## config.mk

```make
export PLATFORM = sky130hd
export DESIGN_NAME = pipe_hazard_ctrl
export DESIGN_NICKNAME = d
export VERILOG_FILES = /design/src/rtl/pipe_hazard_ctrl.sv
export SDC_FILE = /design/constraint.sdc
export NUM_CORES = 1
export LEC_CHECK = 0
export ABC_AREA = 1
export CORE_MARGIN = 2
export CORE_UTILIZATION = 36
export DETAILED_ROUTE_END_ITERATION = 10
export HOLD_SLACK_MARGIN = 0.1
export PLACE_DENSITY = 0.7
export SYNTH_ARGS = -nofsm -noshare
export SYNTH_HDL_FRONTEND = slang
export SYNTH_SLANG_ARGS = --single-unit
```

## constraint.sdc

```tcl
create_clock -name clock -period 3.6 [get_ports clock]
set_clock_uncertainty 0.1 [all_clocks]
set_input_delay 0.72 -clock clock [delete_from_list [all_inputs] [get_ports clock]]
set_output_delay 0.72 -clock clock [all_outputs]
set_load 0.01 [all_outputs]
```

## src/rtl/pipe_hazard_ctrl.sv

```systemverilog
// Hazard and sequencing control beside decode: forwarding selects,
// load-use and mult/div stalls, IF/ID flush and a stall counter.
module pipe_hazard_ctrl #(
    parameter int MD_TIMEOUT = 64,
    parameter int CNT_W      = 32
) (
    input  logic             clock,
    input  logic             resetn,
    input  logic [4:0]       drs,
    input  logic [4:0]       drt,
    input  logic             duse_rs,
    input  logic             duse_rt,
    input  logic [4:0]       ern,
    input  logic             ewreg,
    input  logic             em2reg,
    input  logic [4:0]       mrn,
    input  logic             mwreg,
    input  logic             mm2reg,
    input  logic             dbranch_taken,
    input  logic             dmd_start,
    input  logic             mdu_done,
    output logic [1:0]       fwda,
    output logic [1:0]       fwdb,
    output logic             wpcir,
    output logic             dbubble,
    output logic             iflush,
    output logic             mdu_go,
    output logic             md_timeout,
    output logic [CNT_W-1:0] stall_cnt
);

    localparam int WC_W = $clog2(MD_TIMEOUT) + 1;
    localparam logic [WC_W-1:0] WC_LAST = WC_W'(MD_TIMEOUT - 1);

    typedef enum logic {
        RUN,
        MD_WAIT
    } state_t;

    state_t          state;
    state_t          nstate;
    logic [WC_W-1:0] wcnt;
    logic            wc_clr;
    logic            wc_inc;
    logic            tmo_set;
    logic            lu;

    function automatic logic [1:0] fwd_sel(
        input logic [4:0] src,
        input logic [4:0] e_rn,
        input logic       e_wreg,
        input logic       e_m2reg,
        input logic [4:0] m_rn,
        input logic       m_wreg,
        input logic       m_m2reg
    );
        logic [1:0] sel;
        sel = 2'b00;
        if (e_wreg && !e_m2reg && e_rn != 5'd0 && e_rn == src) begin
            sel = 2'b01;
        end else if (m_wreg && m_rn != 5'd0 && m_rn == src) begin
            sel = m_m2reg ? 2'b11 : 2'b10;
        end
        return sel;
    endfunction

    assign fwda = fwd_sel(drs, ern, ewreg, em2reg, mrn, mwreg, mm2reg);
    assign fwdb = fwd_sel(drt, ern, ewreg, em2reg, mrn, mwreg, mm2reg);

    assign lu = ewreg && em2reg && ern != 5'd0 &&
                ((duse_rs && drs == ern) || (duse_rt && drt == ern));

    always_comb begin
        nstate  = state;
        wpcir   = 1'b1;
        dbubble = 1'b0;
        mdu_go  = 1'b0;
        wc_clr  = 1'b0;
        wc_inc  = 1'b0;
        tmo_set = 1'b0;
        unique case (state)
            RUN: begin
                // A pending load-use takes precedence; the MDU launch waits a cycle.
                if (lu) begin
                    wpcir   = 1'b0;
                    dbubble = 1'b1;
                end else if (dmd_start) begin
                    mdu_go  = 1'b1;
                    wpcir   = 1'b0;
                    dbubble = 1'b1;
                    wc_clr  = 1'b1;
                    nstate  = MD_WAIT;
                end
            end
            MD_WAIT: begin
                if (mdu_done) begin
                    nstate = RUN;
                end else if (wcnt == WC_LAST) begin
                    tmo_set = 1'b1;
                    nstate  = RUN;
                end else begin
                    wpcir   = 1'b0;
                    dbubble = 1'b1;
                    wc_inc  = 1'b1;
                end
            end
            default: nstate = RUN;
        endcase
    end

    assign iflush = dbranch_taken & wpcir;

    always_ff @(posedge clock or negedge resetn) begin
        if (!resetn) begin
            state      <= RUN;
            wcnt       <= '0;
            md_timeout <= 1'b0;
            stall_cnt  <= '0;
        end else begin
            state <= nstate;
            if (wc_clr) begin
                wcnt <= '0;
            end else if (wc_inc) begin
                wcnt <= wcnt + 1'b1;
            end
            if (tmo_set) begin
                md_timeout <= 1'b1;
            end
            if (!wpcir && stall_cnt != '1) begin
                stall_cnt <= stall_cnt + 1'b1;
            end
        end
    end

endmodule

```

== Word level (Yosys, flattened, before mapping) ==
Cells that the tools add are included.
Cells by class
  $add $sub $neg: 2
  eq/ne operators: 8
  bitwise gates (word level): 2
  reductions and logical operators: 19
  muxes and demuxes: 23
Operators by type and width (count)
  $add A32 B1 Y32 const B: 1
  $ne A32 B32 Y1 const B: 1
  $eq A5 B5 Y1: 6
  $mux W1: 14
  $mux W7: 2
  $logic_and A1 B1 Y1: 13
  $reduce_bool A5 Y1: 2
  $mux W2: 4
  $add A7 B1 Y7 const B: 1
  $eq A7 B6 Y1 const B: 1
  $pmux W1 S2: 3
  $logic_not A1 Y1: 2
  $reduce_bool A2 Y1: 1
  $and A1 B1 Y1: 1
  $logic_or A1 B1 Y1: 1
  $not A1 Y1: 1
Word-level totals
  bits of input ports: 31
  logic and storage cells: 58
  bits in registers: 41

== Logic depth before layout (Yosys ltp) ==
  word-level depth: 8
  depth in mapped cells: 12
  mapped depth without buffers: 11

== Worst setup path after synthesis ==
No wires, ideal clock.
  kind: input port to output port
  from: in ern[1]
  to: out wpcir
  required time: 2.780 ns
  path slack: 1.109 ns
  stages on the path: 9
  path buffers: 1
  arrival: 1.671 ns
  cell sequence: inv_1 o21ai_0 nor2_1 nand4_1 nand2_1 nand3_1 nand2_4 buf_2 inv_1
On the way
  longest elaborated chain between the ends: 6
  elaborated cells between the ends (all ways): 10
  those cells by class: eq/ne (2); mux (2); reduce/logical (6)
Ends and longest elaborated chain
  start, declared: RTL line 13  | input logic [4:0] ern,
  $eq A5 B5 Y1: RTL line 71  | ((duse_rs && drs == ern) || (duse_rt && drt == ern));
  $logic_and A1 B1 Y1: RTL line 71
  $logic_or A1 B1 Y1: RTL line 71
  $logic_and A1 B1 Y1 (*): RTL line 70  | assign lu = ewreg && em2reg && ern != 5'd0 &&
  $mux W1 (*): RTL line 84  | if (lu) begin
  $pmux W1 S2 (*): RTL line 81  | unique case (state)
  end, declared: RTL line 24  | output logic wpcir,
Mark *: on every way between the ends. The rest lies on a longest branch, timed or not.

== Worst setup path in the final report ==
  from: in mrn[3]
  to: out fwda[0]
On the way
  longest elaborated chain between the ends: 5
  elaborated cells between the ends (all ways): 6
  those cells by class: eq/ne (1); mux (2); reduce/logical (3)
Ends and longest elaborated chain
  start, declared: RTL line 16  | input logic [4:0] mrn,
  $reduce_bool A5 Y1: RTL line 61  | end else if (m_wreg && m_rn != 5'd0 && m_rn == src) begin
  $logic_and A1 B1 Y1: RTL line 61
  $logic_and A1 B1 Y1 (*): RTL line 61
  $mux W2 (*): RTL line 61
  $mux W2 (*): RTL line 59  | if (e_wreg && !e_m2reg && e_rn != 5'd0 && e_rn == src) begin
  end, declared: RTL line 22  | output logic [1:0] fwda,
Marks and branches as above.

==> out/qor.txt <==
biggest area consumer among synthesized cells = dfrtp_1
Gate Count Post-Synth = 446
initial core utilization = 37.0%
DR WL/cell = 12.8 µm
met3 Use GR = 3.29%
Area Overhead vs Synth = 28.9%
largest net degree at the start of global routing = 43
All-Layer GR Usage = 18.0%
vias in the first global route = 2,934
FF+latch count, synth = 41
crit path DAT = 2.64 ns
RePlAce Congestion = 0.904
IO Port Bufs = 71
Max Freq = 289 MHz
Seq/Total Area, Yosys = 33.9%
Root Buffer Master = clkbuf_8
pwr dens = 300 nW/µm²
clock-pin transition on the worst setup and hold timing paths = 0.08 ns
Mean Syn Cell Area = 6.79 µm²
Final Hold Fails = 0
Finished Layout Cells = 623
GR Util met1 = 22.9%
Max Cap Viol = 0
Crit Path Class = input pin to output port
row cnt = 33
DPL Wire Length = 6.03 mm
chip width = 95.7 µm
minimum clock period = 3.46 ns
H-tree depth = 2
Residual DRC = 0
gr ovfl total = 0
setup_tns = 0 ns
Most Used Layer, Global Route = met2
Mapped Nets = 479
CTS tree = done
CTS Buf Count = 5
Max Buffers Root-to-Sink = 2
drt via density = 4.89
most common cell after layout, fill and taps aside = nand2_1
Synth Cell Area = 3030 µm²
endpoints failing setup = 0
Final Cell Area = 3900 µm²
WHS = 0.392 ns
I/O Pins = 72
Distinct cells, synth = 31
core area = 8180 µm²
run status = completed
Pleak = 1.93 nW
crit-path max FO = 3
RSZ-0062 raised after global routing = no
Crit. End Element = output port
First-pass DRT Iterations = 4
Hold Path Class = flop to flop
first-pass GRT wire length = 13.1 mm
critical path required time = 2.78 ns
top cells by area, synth = dfrtp_1 34%, nand2_1 18%, nand3_1 8.9%
Max-slew headroom = 38.1%
initial antenna violation count = 0
most frequent cells in the layout = 148 x nand2_1, 70 x clkdlybuf4s50_1, 59 x inv_1
Synth top area share = 33.9%
number of diodes = 0
Post-Route WL = 7.98 mm
period utilization = 96.1%
nets = 550
share of post-route cells with drive strength above 1 = 5.02%
DR vias = 3,046
CTS sink count = 41
Slew @ Worst Pin = 0.928 ns
grt met2 use = 31.7%
synth warn = 0
die area = 9160 µm²
# placed instances = 615
placed cell areas = 3810 µm²
DRT iter0 DRCs = 184
antenna viol nets, final = 0
Die Span Y = 95.7 µm
count of pins over their slew limit = 0
clk_lat worst skew = 0.29 ns
Setup crit start kind = input pin
Worst VDD drop = 0.297 mV
## layout make-up
| type | instances | area, µm² |
|---|---|---|
| clock buffers | 8 | 80.1 |
| fillers | 849 | 4280 |
| multi-input cells | 337 | 1720 |
| well taps | 105 | 131 |
| flip-flops and latches | 41 | 1030 |
| repair buffers | 72 | 713 |
| inverters | 60 | 225 |
## metal layers
layer  wire [µm]  vias up
li1            -     1553
met1        3720     1399
met2        3660       88
met3         506        6
met4          89        0
met5           0        -
## state kept, by name, summed over array words and instances (netlist names)
register,flops
stall_cnt,32
md_timeout,1
wcnt,7
state,1
## final timing paths
check | startpoint | to | slack [ns] | cells past startpoint
max | mrn[3] | fwda[0] | 0.14 | 6
min | md_timeout$_DFFE_PN0P_ | md_timeout$_DFFE_PN0P_ | 0.39 | 1
max reg2reg | stall_cnt[1]$_DFFE_PN0P_ | stall_cnt[5]$_DFFE_PN0P_ | 1.20 | 9
min reg2reg | md_timeout$_DFFE_PN0P_ | md_timeout$_DFFE_PN0P_ | 0.39 | 1
max in group asynchronous | resetn | stall_cnt[26]$_DFFE_PN0P_ | 2.36 | 1
min in group asynchronous | resetn | wcnt[5]$_DFFE_PN0P_ | 0.46 | 1
## kinds of logic after synthesis
family / synth area share (%)
xor+xnor: 9.55
simple gates: 44.6
flops: 33.9
buf+inv: 9.38
compound gates: 1.78
fa+ha+maj: 0.827
## cells in the mapped netlist (all sizes together)
library cell	instances
nand2	152
inv	60
nand3	55
nor2	47
dfrtp	41
xor2	22
nand4	14
nor3	14
xnor2	11
buf	8
nand3b	6
nor4	3
ha	2
o21ai	2
o21bai	2
a21oi	1
a31o	1
a31oi	1
and3	1
nor3b	1
o41ai	1
or2	1
## power breakdown
group | total [mW] | leakage (nW) | switching, mW | internal, mW
clock | 0.291 | 0.0395 | 0.153 | 0.138
combinational | 0.322 | 1.33 | 0.169 | 0.154
sequential | 0.556 | 0.563 | 0.0573 | 0.499
## timing repair
action,in CTS,in global routing
endpoints found under the setup margin,0,1
hold buffers,0,0
setup buffers,0,0
resized for setup,0,1
## metrics by stage
step	total power, mW	util [%]	worst slack (ns)
after floorplan	0.737	-	1.11
after global placement	0.878	46.6	0.223
after detailed placement	0.885	46.6	0.0419
after CTS	1.18	47.6	0.0305
after global routing	1.25	47.7	0.0154
final	1.17	47.7	0.141
## worst max-delay path, cell delays in order
cell	delay (ns)
clkdlybuf4s50_1	0.49
xor2_1	0.19
nor4_1	0.37
nand3_1	0.17
o21bai_1	0.15
clkdlybuf4s50_1	0.55
Power figures use the tool's default switching activity.
==> RTL edit 1: new RTL, same settings <==
`MD_TIMEOUT`: 64 -> 128.
--- a/src/rtl/pipe_hazard_ctrl.sv
+++ b/src/rtl/pipe_hazard_ctrl.sv
@@ -1,7 +1,7 @@
 // Hazard and sequencing control beside decode: forwarding selects,
 // load-use and mult/div stalls, IF/ID flush and a stall counter.
 module pipe_hazard_ctrl #(
-    parameter int MD_TIMEOUT = 64,
+    parameter int MD_TIMEOUT = 128,
     parameter int CNT_W      = 32
 ) (
     input  logic             clock,
Check against the original RTL: no difference found for any inputs over 10 cycles, from zero or initial values and one cycle with resetn low; that may be too few to reach the edited logic, so the function may still have changed.
==> RTL edit 1 against the unedited design <==
Worst setup slack better by 0.029 ns; count of clock-buffer cells in the layout down 2; cell area up 4.8%; routed wire length up 5.1%; register-to-register slack better by 0.14 ns; highest routed layer unchanged; largest cell class unchanged; power up 11%; non-clock buffer count up 7; sequential cell count up 1; synthesized area up 4.5%; synthesized cell count down 2.2%.
==> RTL edit 1: results (changes against the unedited design) <==
** Outcome
- The run finished with clean final reports.

** Timing
- Transition time at the pin with the least slew margin :: 0.966 ns (+0.0384 ns)

** Finish
- The fraction of area in non-clock buffers came to 18.7% (+0.44 points).
- Fill cell instance count of the final layout :: 870 (+2.5%)
- Fraction of area in clock buffers and inverters :: 2.75% (+0.70 points)
- Compared with the post-synthesis result, the final layout area differs by 29.3%.
- Layout clock buffers :: 6 (-2)
- The largest registers in the layout are stall_cnt: 32 flops, wcnt: 8 flops.
- The share of final-layout standard cells stronger than drive strength 1 is 10.9% (+5.9 points).
- The non-clock inverter instance count of the final layout is 37 (-38%).
- Number of multi-input combinational cells in the layout :: 347 (+3.0%)
- The total number of nets in the final design is 545 (-0.91%).

** Worst setup path
- Largest driver fanout on the critical path :: 10 (+7)
- The critical path data arrival time was 2.61 ns (-0.03 ns).
- Setup slack, reg-to-reg :: 1.34 ns (+0.14 ns)

** GRT
- Met3 Use GR :: 2.59% (-0.70 points)
- Global-route wire length before repair :: 14.3 mm (+8.7%)
- Met1 usage in global routing :: 25.4% (+2.5 points)
- Met2 routing resource usage after global routing :: 29.8% (-1.9 points)

** Power
- The share of power burned in combinational logic was 27.2% (-0.4 points).
- The leakage power came to 1.88 nW (-2.5%).
- Fraction of power consumed by the clock network :: 30.2% (+5.3 points)

** Clock network
- The clock net sink count was 42 (+2.4%).

** Route
- The initial DRC count came to 134 (-27%).
- The detailed-routing wirelength on met1 was 4.10 mm (+10%).
- Final WL :: 8.38 mm (+5.1%)
- The met3 wire length came to 364 um (-28%).
- The total met2 wirelength after detailed routing was 3.83 mm (+4.6%).

** Place
- Placer's final routability congestion estimate :: 0.918 (+1.6%)
- The detailed placer's ending HPWL is 6.46 mm (+7.1%).
- Placed inst area :: 3970 sq um (+4.2%)

** Synthesis
- The post-synthesis sequential area ratio is 33.2% (-0.66 points).
- Cell types occupying the most area after synthesis :: sky130_fd_sc_hd__dfrtp_1 33%, sky130_fd_sc_hd__nand2_1 18%, sky130_fd_sc_hd__xor2_1 9.1%, sky130_fd_sc_hd__nand3_2 8.9%, sky130_fd_sc_hd__nor2_1 5.9%
- Average cell area after synthesis :: 7.25 sq um (+6.9%)
- Synth top cells by count :: 151 x sky130_fd_sc_hd__nand2_1, 50 x sky130_fd_sc_hd__nor2_1, 42 x sky130_fd_sc_hd__dfrtp_1
- The count of cell types in the netlist is 32 (+3.2%).
## RTL edit 1: changes by cell type after synthesis, sizes merged, moves of 2 or more
cell / unedited run / this run
inv: 60 / 36
nor3: 14 / 12
xor2: 22 / 33
buf: 8 / 10
nand4: 14 / 9
nor2: 47 / 55
xnor2: 11 / 13
nand3b: 6 / 2
## RTL edit 1: worst reg2reg max path: cells and delay by family, from the launching register on
family / cells / cell delay, ns
adders and majority gates: 1 / 0.21
buffers and inverters: 3 / 0.51
DFF: 1 / 0.44
and+or+nand+nor: 7 / 0.91
## RTL edit 1: path summary, 6_finish.rpt
check,start,endpoint,depth (start not counted)
hold / removal,md_timeout,md_timeout,1
hold reg to reg,md_timeout,md_timeout,1
setup / recovery,ern[2],dbubble,10
min in group asynchronous,resetn,stall_cnt[25],1
setup reg to reg,stall_cnt[0],stall_cnt[11],11
max in group asynchronous,resetn,wcnt[4],1
## RTL edit 1: kinds of logic (layout without fill, tap and decap cells)
kind of cell | Yosys count | count (layout) | share of synthesized area [%]
AOI/OAI and AO/OA | 6 | 6 | 1.46
xor gates and xnor gates | 46 | 46 | 12.7
adders and majority gates | 2 | 2 | 0.791
buffers and inverters | 47 | 123 | 7.36
DFF | 42 | 42 | 33.2
and+or+nand+nor | 293 | 293 | 44.4
## RTL edit 1: through the flow
stage               power [mW]  hold slack (ns)
floorplan                0.771            0.324
global placement         0.911            0.364
detailed placement       0.917            0.361
CTS                       1.31            0.379
global route              1.39            0.391
finish                    1.30            0.376
## RTL edit 1: timing repair
item | 4_1_cts | 5_1_grt
setup endpoints to repair | 0 | 3
hold buffers | 0 | 0
gates resized for setup | 0 | 1
==> RTL edit 2: new RTL, config.mk and constraints unchanged <==
Without the edit above. Put one more register stage on the output `stall_cnt`. The value now appears one clock later. The other outputs are not delayed to match.
--- a/src/rtl/pipe_hazard_ctrl.sv
+++ b/src/rtl/pipe_hazard_ctrl.sv
@@ -36,6 +36,8 @@
         RUN,
         MD_WAIT
     } state_t;
+
+    logic [CNT_W-1:0] stall_cnt_s0;
 
     state_t          state;
     state_t          nstate;
@@ -115,7 +117,7 @@
             state      <= RUN;
             wcnt       <= '0;
             md_timeout <= 1'b0;
-            stall_cnt  <= '0;
+            stall_cnt_s0 <= '0;
         end else begin
             state <= nstate;
             if (wc_clr) begin
@@ -126,11 +128,15 @@
             if (tmo_set) begin
                 md_timeout <= 1'b1;
             end
-            if (!wpcir && stall_cnt != '1) begin
-                stall_cnt <= stall_cnt + 1'b1;
+            if (!wpcir && stall_cnt_s0 != '1) begin
+                stall_cnt_s0 <= stall_cnt_s0 + 1'b1;
             end
         end
     end
 
+    always_ff @(posedge clock) begin
+        stall_cnt <= stall_cnt_s0;
+    end
+
 endmodule
 
Behaviour: not the same (a bounded check fails within 4 cycles, from zero or initial values and one cycle with resetn low).
==> RTL edit 2 against the unedited design <==
Synthesized area increased by 22%; non-clock buffer count stayed put; worst setup slack gained 0.074 ns; cell area up 21%; power up 70%; via count is 5.5% higher; routed wire length is 5.7% higher; core utilization up 0.16 points; sequential cell count up 32; critical path type unchanged; largest power group unchanged; highest routed layer unchanged.
==> RTL edit 2: results (changes against the unedited design) <==
** Finish
- The clock buffer count is 10 (+2).
- Multi-input gate share of the layout cell area :: 36.7% (-7.5 points)
- Final layout net count :: 590 (+7.3%)
- The share of final-layout standard cells stronger than drive strength 1 was 7.30% (+2.3 points).
- The count of multi-input combinational gates came to 344 (+2.1%).
- The fraction of area in clock buffers and inverters was 4.85% (+2.8 points).
- The fraction of area in non-clock buffers is 15.1% (-3.2 points).
- Registers with the most flip-flops :: stall_cnt: 32 flops, stall_cnt_s0: 32 flops, wcnt: 7 flops
- The fraction of standard cell area that is sequential was 35.3% (+9.0 points).

** Place
- Placed inst area :: 4490 sq um (+18%)
- The number of cells in the design after placement was 679 (+10%).
- The final RePlAce weighted congestion was 0.908 (+0.48%).

** Worst setup path
- Largest driver fanout on the critical path :: 6 (+3)
- The critical path data arrival time came to 2.57 ns (-0.07 ns).
- Tracing the worst setup path back leads to its startpoint at ern[0].
- The worst register-to-register path begins at wcnt[0].

** Route
- The total met2 wirelength after detailed routing came to 4.02 mm (+9.8%).
- The sum of routed wire length over all layers came to 8.43 mm (+5.7%).
- Post-Route M1 WL :: 4.08 mm (+9.7%)

** Synthesis
- Share of async-settable or async-resettable flops after synthesis :: 56.2% (-44 points)
- The post-synthesis sequential area ratio was 45.3% (+11 points).
- Average cell area after synthesis :: 7.64 sq um (+13%)

** Outcome
- Result of the run :: complete, no violations

** Timing
- The worst-margin pin slew came to 0.911 ns (-0.0170 ns).

** Clock network
- Number of sinks handled by clock tree synthesis :: 73 (+78%)

** Power
- The peak supply drop is 0.203 mV (-32%).
RTL edit 2: timing repair:
item,4_1_cts,5_1_grt
gates resized for setup,0,1
hold endpoints to repair,0,0
endpoints found under the setup margin,0,1
buffers inserted,0,0
RTL edit 2: kinds of logic after synthesis:
| logic type | share of synthesized area, % |
|---|---|
| compound gates | 1.15 |
| xor+xnor | 7.85 |
| flops | 45.3 |
| fa+ha+maj | 0.679 |
| buf+inv | 7.75 |
| simple gates | 37.3 |
RTL edit 2: routing by layer:
metal	up-vias	global-route usage, %
li1	1655	-
met1	1495	21.3
met2	61	26.5
met3	2	3.37
met4	0	5.71
met5	-	0
RTL edit 2: critical path: cells and delay by family:
kind | cells | cell delay, ns
buf+inv | 4 | 1.18
simple gates | 7 | 0.66
RTL edit 2: power breakdown:
part           leakage, nW  internal, mW  switching, mW
combinational         1.22         0.154          0.168
clock                0.105         0.410          0.304
sequential           0.822         0.880         0.0688
